## src/rtl/mmio_io_unit.sv

```systemverilog
// Memory-mapped board I/O: HEX/LEDR/LEDG output registers, SW/KEY synchronisers, KEY press capture.
// Build option: define MMIO_IO_DEBOUNCE_EN to add per-key debounce counters.
module mmio_io_unit #(
  parameter int                DBITS       = 32,
  parameter logic [DBITS-1:0]  ADDR_HEX    = 32'hF0000000,
  parameter logic [DBITS-1:0]  ADDR_LEDR   = 32'hF0000004,
  parameter logic [DBITS-1:0]  ADDR_LEDG   = 32'hF0000008,
  parameter logic [DBITS-1:0]  ADDR_KEY    = 32'hF0000010,
  parameter logic [DBITS-1:0]  ADDR_SW     = 32'hF0000014,
  parameter logic [DBITS-1:0]  ADDR_KEYCAP = 32'hF0000018,
  parameter int                DB_CYCLES   = 50000,
  parameter int                DB_BITS     = 16
) (
  input  logic             clk,
  input  logic             reset,
  input  logic [DBITS-1:0] addr,
  input  logic [DBITS-1:0] dIn,
  input  logic             wrtEn,
  input  logic [9:0]       sw,
  input  logic [3:0]       key,
  output logic [15:0]      hex,
  output logic [9:0]       ledr,
  output logic [7:0]       ledg,
  output logic [DBITS-1:0] dOut,
  output logic             ioHit
);

  logic [15:0]      hex_r;
  logic [9:0]       ledr_r;
  logic [7:0]       ledg_r;
  logic [9:0]       sw_meta_r;
  logic [9:0]       sw_sync_r;
  logic [3:0]       key_meta_r;
  logic [3:0]       key_sync_r;
  logic [3:0]       key_stable_s;
  logic [3:0]       key_prev_r;
  logic [3:0]       key_cap_r;
  logic [3:0]       key_rise_s;
  logic [3:0]       cap_clr_s;
  logic             wr_hex_s;
  logic             wr_ledr_s;
  logic             wr_ledg_s;
  logic             wr_keycap_s;
  logic [DBITS-1:0] dout_s;
  logic             hit_s;
  logic             unused_din_s;

  assign wr_hex_s    = wrtEn && (addr == ADDR_HEX);
  assign wr_ledr_s   = wrtEn && (addr == ADDR_LEDR);
  assign wr_ledg_s   = wrtEn && (addr == ADDR_LEDG);
  assign wr_keycap_s = wrtEn && (addr == ADDR_KEYCAP);
  assign unused_din_s = ^dIn[DBITS-1:16];

  // Board output registers, loaded by stores to their addresses
  always_ff @(posedge clk or negedge reset) begin
    if (!reset) begin
      hex_r  <= 16'h0000;
      ledr_r <= 10'h000;
      ledg_r <= 8'h00;
    end else begin
      if (wr_hex_s)  hex_r  <= dIn[15:0];
      if (wr_ledr_s) ledr_r <= dIn[9:0];
      if (wr_ledg_s) ledg_r <= dIn[7:0];
    end
  end

  // Two-flop synchronisers; keys are inverted so pressed reads as 1
  always_ff @(posedge clk or negedge reset) begin
    if (!reset) begin
      sw_meta_r  <= 10'h000;
      sw_sync_r  <= 10'h000;
      key_meta_r <= 4'h0;
      key_sync_r <= 4'h0;
    end else begin
      sw_meta_r  <= sw;
      sw_sync_r  <= sw_meta_r;
      key_meta_r <= ~key;
      key_sync_r <= key_meta_r;
    end
  end

`ifdef MMIO_IO_DEBOUNCE_EN
  localparam logic [DB_BITS-1:0] DB_LAST = DB_BITS'(DB_CYCLES - 1);

  logic [DB_BITS-1:0] db_cnt_r [4];
  logic [3:0]         key_stable_r;

  // Per-key stability counter: only a full run of differing samples flips the stable value
  always_ff @(posedge clk or negedge reset) begin
    if (!reset) begin
      key_stable_r <= 4'h0;
      for (int i = 0; i < 4; i++) db_cnt_r[i] <= '0;
    end else begin
      for (int i = 0; i < 4; i++) begin
        if (key_sync_r[i] == key_stable_r[i]) begin
          db_cnt_r[i] <= '0;
        end else if (db_cnt_r[i] == DB_LAST) begin
          key_stable_r[i] <= key_sync_r[i];
          db_cnt_r[i]     <= '0;
        end else begin
          db_cnt_r[i] <= db_cnt_r[i] + {{(DB_BITS-1){1'b0}}, 1'b1};
        end
      end
    end
  end

  assign key_stable_s = key_stable_r;
`else
  assign key_stable_s = key_sync_r;
`endif

  // A debounce window wider than the counter elaborates this empty marker scope
  if (((DB_CYCLES - 1) >> DB_BITS) != 0) begin : g_db_cycles_out_of_range
  end

  assign key_rise_s = key_stable_s & ~key_prev_r;
  assign cap_clr_s  = wr_keycap_s ? dIn[3:0] : 4'h0;

  // Sticky press capture; a new press on the clearing edge keeps its bit set
  always_ff @(posedge clk or negedge reset) begin
    if (!reset) begin
      key_prev_r <= 4'h0;
      key_cap_r  <= 4'h0;
    end else begin
      key_prev_r <= key_stable_s;
      key_cap_r  <= (key_cap_r & ~cap_clr_s) | key_rise_s;
    end
  end

  // Read mux; exact address compare, anything else reads 0 without a hit
  always_comb begin
    dout_s = '0;
    hit_s  = 1'b0;
    case (addr)
      ADDR_HEX:    begin dout_s = {{(DBITS-16){1'b0}}, hex_r};      hit_s = 1'b1; end
      ADDR_LEDR:   begin dout_s = {{(DBITS-10){1'b0}}, ledr_r};     hit_s = 1'b1; end
      ADDR_LEDG:   begin dout_s = {{(DBITS-8){1'b0}},  ledg_r};     hit_s = 1'b1; end
      ADDR_KEY:    begin dout_s = {{(DBITS-4){1'b0}},  key_stable_s}; hit_s = 1'b1; end
      ADDR_SW:     begin dout_s = {{(DBITS-10){1'b0}}, sw_sync_r};  hit_s = 1'b1; end
      ADDR_KEYCAP: begin dout_s = {{(DBITS-4){1'b0}},  key_cap_r};  hit_s = 1'b1; end
      default:     begin dout_s = '0;                               hit_s = 1'b0; end
    endcase
  end

  assign hex   = hex_r;
  assign ledr  = ledr_r;
  assign ledg  = ledg_r;
  assign dOut  = dout_s;
  assign ioHit = hit_s;

endmodule
```

## config.mk

```make
export PLATFORM = sky130hd
export DESIGN_NAME = mmio_io_unit
export DESIGN_NICKNAME = d
export VERILOG_FILES = /design/src/rtl/mmio_io_unit.sv
export SDC_FILE = /design/constraint.sdc
export NUM_CORES = 1
export LEC_CHECK = 0
export BUFFER_PORTS_ARGS = -buffer_cell sky130_fd_sc_hd__buf_2
export CAP_MARGIN = 20
export CORE_AREA = 4 4 87 89
export DETAILED_ROUTE_END_ITERATION = 10
export DIE_AREA = 0 0 91 93
export HOLD_SLACK_MARGIN = 0.12
export PLACE_DENSITY = 0.87
export RECOVER_POWER = 25
export SLEW_MARGIN = 20
export SYNTH_ARGS = -nofsm -noshare
export SYNTH_HDL_FRONTEND = slang
export SYNTH_SLANG_ARGS = --single-unit
```

## constraint.sdc

```tcl
create_clock -name clk -period 2.3 [get_ports clk]
set_clock_uncertainty 0.2 [all_clocks]
set_input_delay 0.23 -clock clk [delete_from_list [all_inputs] [get_ports clk]]
set_output_delay 0.23 -clock clk [all_outputs]
set_load 0.02 [all_outputs]
```

# Word-level counts from Yosys, hierarchy flattened
# Index checks and enable logic that the tools add are counted.
op_classes:
  eq_ne: 6
  n_mux: 3
  bitwise: 6
  n_reduce_logical: 5
ops:
  columns: ["op", "count"]
  rows:
  - ["32-bit equality test, second input constant", 6]
  - ["16-bit one-hot mux with 6 select lines", 1]
  - ["4-bit NOT", 3]
  - ["4-bit bitwise AND", 2]
  - ["6-bit OR reduction", 1]
  - ["1-bit logical AND", 4]
  - ["4-bit two-way mux", 1]
  - ["4-bit OR", 1]
  - ["1-bit two-way mux", 1]
word_totals:
  ff_bits: 70
  input_bits: 81
  output_inout_bits: 67
  word_cells: 29

# Longest topological paths before layout
logic_depth:
  word_depth: 6
  ltp_mapped: 6

# Least setup slack after synthesis
# Ideal clock, no wire load.
synth_timing:
  kind: "input-to-output"
  start: "in addr[21]"
  end: "out dOut[1]"
  arrival_ns: 1.817
  setup_slack_ns: 0.053
  stages: 5
  cell_sequence: "nor4b_1 -> nand4_2 -> or2_2 -> clkbuf_1 -> a21oi_1"
synth_between:
  elab_chain_cells: 2
  word_cells_on_any_way: 7
synth_lines:
  columns: ["item", "line_no", "source"]
  rows:
  - ["from (decl)", "16", "input logic [DBITS-1:0] addr,"]
  - ["32-bit equality test", "134", "case (addr)"]
  - ["16-bit one-hot mux with 6 select lines (*)", "134", null]
  - ["to (decl)", "24", "output logic [DBITS-1:0] dOut,"]
# Mark *: on every way between the ends. The rest lies on a longest branch, timed or not.

# Worst setup path after layout
layout_timing:
  start: "in addr[20]"
  end: "out dOut[11]"
# The elaborated chain is that of the path after synthesis.

==> flow_summary_export.csv <==
group,metric,value,unit
place,dpl.hpwl,5.42,mm
run_status,violations,"capacitance limit, slew limit",
cells_and_area,utilization,63.5,%
die,die_w,91,um
die,dieArea,8460,um2
sta,maxSlewViolCount,29,
setup_path,r2r_slack,1.30,ns
cells_and_area,layout_common_cells,"buf_2, dfrtp_1, mux2_2",
die,fp-row-count,30,
drt,num_vias,2409,
setup_path,cp_slowest_cell,"nor4_1",
die,core-area,6760,um2
setup_path,path_delay_family,"simple AND/OR/NAND/NOR gates",
logic_synthesis,ys_seq_area_share,57.6,%
setup_path,worstPathMaxFanout,6,
setup_path,crit_required,1.87,ns
grt,grt_overflow,0,
flow_run,maxCapViolCount,1,
setup_path,crit_chain,"buf_2 -> nor4_1 -> nand4_2 -> nor4_1 -> buf_4 -> and2_1 -> buf_2",
clock_network,clk_transition_reported_paths,0.08,ns
place,port_buffers,115,
die,initial_core_util,45.0,%
power_and_ir_drop,powerDensity,571,nW/um2
logic_synthesis,synth.avg_cell_area,13.1,um2
setup_path,cpPeakStageDelay,0.37,ns
logic_synthesis,yosys_warnings,0,
drt,wl,7.56,mm
logic_synthesis,ys_seq_elements,70,
min_path,holdPathStages,0,
logic_synthesis,synthDistinctLibCells,33,
cells_and_area,finalNetCount,480,
sta,rsz0062_at_grt,"no",
place,gp_congestion,0.831,
cells_and_area,area_growth,41.1,%
clock_network,cts_buffer_depth,2,
run_status,status,"finished with violations",
clock_network,root_buffer,"clkbuf_8",
sta,min_period,2.18,ns
die,die_h,93,um
grt,grt_max_degree,43,
clock_network,cts_num_sinks,70,
grt,grt_pass1_vias,2552,
setup_path,crit_buf_inv,3,
grt,grt_usage,18.6,%
setup_path,reg2reg_depth,1,
sta,fin_crit_sh,94.8,%
sta,hold_violations,0,
min_path,hold_end,"sw_sync_r[4]",
drt,wire_per_inst,15.6,um
sta,setup-violations-final,0,
logic_synthesis,syn_inst,232,
drt,drc,0,
logic_synthesis,syn-cell-area,3040,um2
setup_path,arrival,1.75,ns
cells_and_area,final_common_cell,"buf_2",
drt,routed_via_density,4.98,
min_path,holdCritPathClass,"register to register",
power_and_ir_drop,power_leakage,2.22,nW
cells_and_area,antennaDiodeCount,0,
setup_path,worstReg2RegStart,"ledg[4]",
power_and_ir_drop,power,2.45,mW
clock_network,cts_made_buffers,9,
setup_path,r2r-end,"ledg[4]",
clock_network,insertion_delay,0.34,ns
power_and_ir_drop,ir_drop,0.000483,V
sta,slew_headroom,-7.37,%
grt,antenna_found_initial,0,
setup_path,start_kind,"input port",
drt,drt.antenna.violating_nets,0,
grt,grt_pass1_wl,12.3,mm
min_path,holdCritStartpoint,"sw_meta_r[4]",
cells_and_area,drive_above_1_share,47.0,%
clock_network,htreeDepth,3,
setup_path,end_kind,"output pin",
sta,worst_slew_pin_slew,1.61,ns
drt,drtPass1Iterations,4,
clock_network,cts_tree,"done",
setup_path,critPathKind,"input port to output pin",
drt,initialDrtViolationCount,97,
sta,clock.fmax,459,MHz
die,ios,148,
-- through the flow --
step / hold WS (ns) / std cells / instance area (um2) / TNS, ns / worst slack, ns
6_report: 0.145 / 484 / 4290 / 0 / 0.120
5_1_grt: 0.156 / 484 / 4290 / 0 / 0.00796
4_1_cts: 0.147 / 484 / 4290 / 0 / 0.0349
3_5_place_dp: 0.106 / 434 / 3750 / -0.747 / -0.0483
3_3_place_gp: 0.0893 / 434 / 3750 / -0.317 / -0.0480
2_1_floorplan: -0.266 / 247 / 3100 / 0 / 0.0528
-- worst max-delay path by stage --
stage / startpoint / end / depth (start not counted)
after global placement: addr[9] / dOut[15] / 7
final: addr[20] / dOut[11] / 7
after detailed placement: addr[20] / hex[15] / 6
after global routing: addr[13] / dOut[0] / 6
after floorplan: addr[21] / dOut[1] / 5
after CTS: addr[5] / dOut[11] / 7
-- registers in the layout, indices dropped and copies added, names as in the netlist --
name / count
sw_sync_r: 10
sw_meta_r: 10
key_cap_r: 4
hex: 16
ledg: 8
key_stable_s: 4
key_meta_r: 4
ledr: 10
key_prev_r: 4
-- routing by layer --
metal / track usage, % / share of wire, % / vias up
met5: 0 / 0 / -
met4: 6.78 / 0.99 / 0
met3: 5.39 / 7.9 / 8
met2: 33.1 / 52 / 96
met1: 21.4 / 39 / 1164
li1: - / - / 1141
-- power by group --
part | leakage (nW) | internal, mW | switching [mW]
clock network | 0.0996 | 0.504 | 0.476
logic | 1.24 | 0.0973 | 0.108
registers | 0.883 | 1.26 | 0.00856
total | 2.22 | 1.86 | 0.592
-- synth_stat cells, drive strengths merged --
master / count / area [um2]
dfrtp: 70 / 1750
mux2: 34 / 383
buf: 20 / 145
mux2i: 14 / 140
o2bb2ai: 12 / 105
nand2: 11 / 41.3
inv: 9 / 33.8
nor4: 9 / 101
nor2: 7 / 26.3
and2: 6 / 37.5
nand4: 5 / 37.5
o21ai: 5 / 25.0
a21oi: 4 / 20.0
a22oi: 4 / 30.0
clkbuf: 4 / 15.0
o31ai: 4 / 30.0
nor4b: 3 / 47.5
a2bb2oi: 2 / 17.5
nor3: 2 / 10.0
and3: 1 / 6.26
and4b: 1 / 10.0
conb: 1 / 3.75
nand2b: 1 / 6.26
nand3: 1 / 5.00
or2: 1 / 6.26
or3: 1 / 6.26
-- layout make-up --
type,instances,area (um2)
clock inverters,7,73.8
flip-flops and latches,70,1750
repair buffers,165,1040
fillers,531,2460
inverters,9,33.8
clock buffers,9,124
multi-input cells,144,1170
well taps,80,100
-- kinds of logic (layout without fill, tap and decap cells) --
logic type	after synthesis	after routing	synth area share, %
and+or+nand+nor	49	49	11.2
buffers and inverters	33	190	6.38
other	1	16	0.123
muxes	48	48	17.2
DFF	70	70	57.6
AOI/OAI and AO/OA	31	31	7.49
-- what timing repair did --
action                     4_1_cts  5_1_grt
pin swaps                        1        0
resized for setup                0        1
buffers inserted                 2        0
gates cloned                     0        0
hold buffers                    32        0
hold endpoints to repair        80        0
setup endpoints to repair       16        6
(Power assumes the default switching activity.)
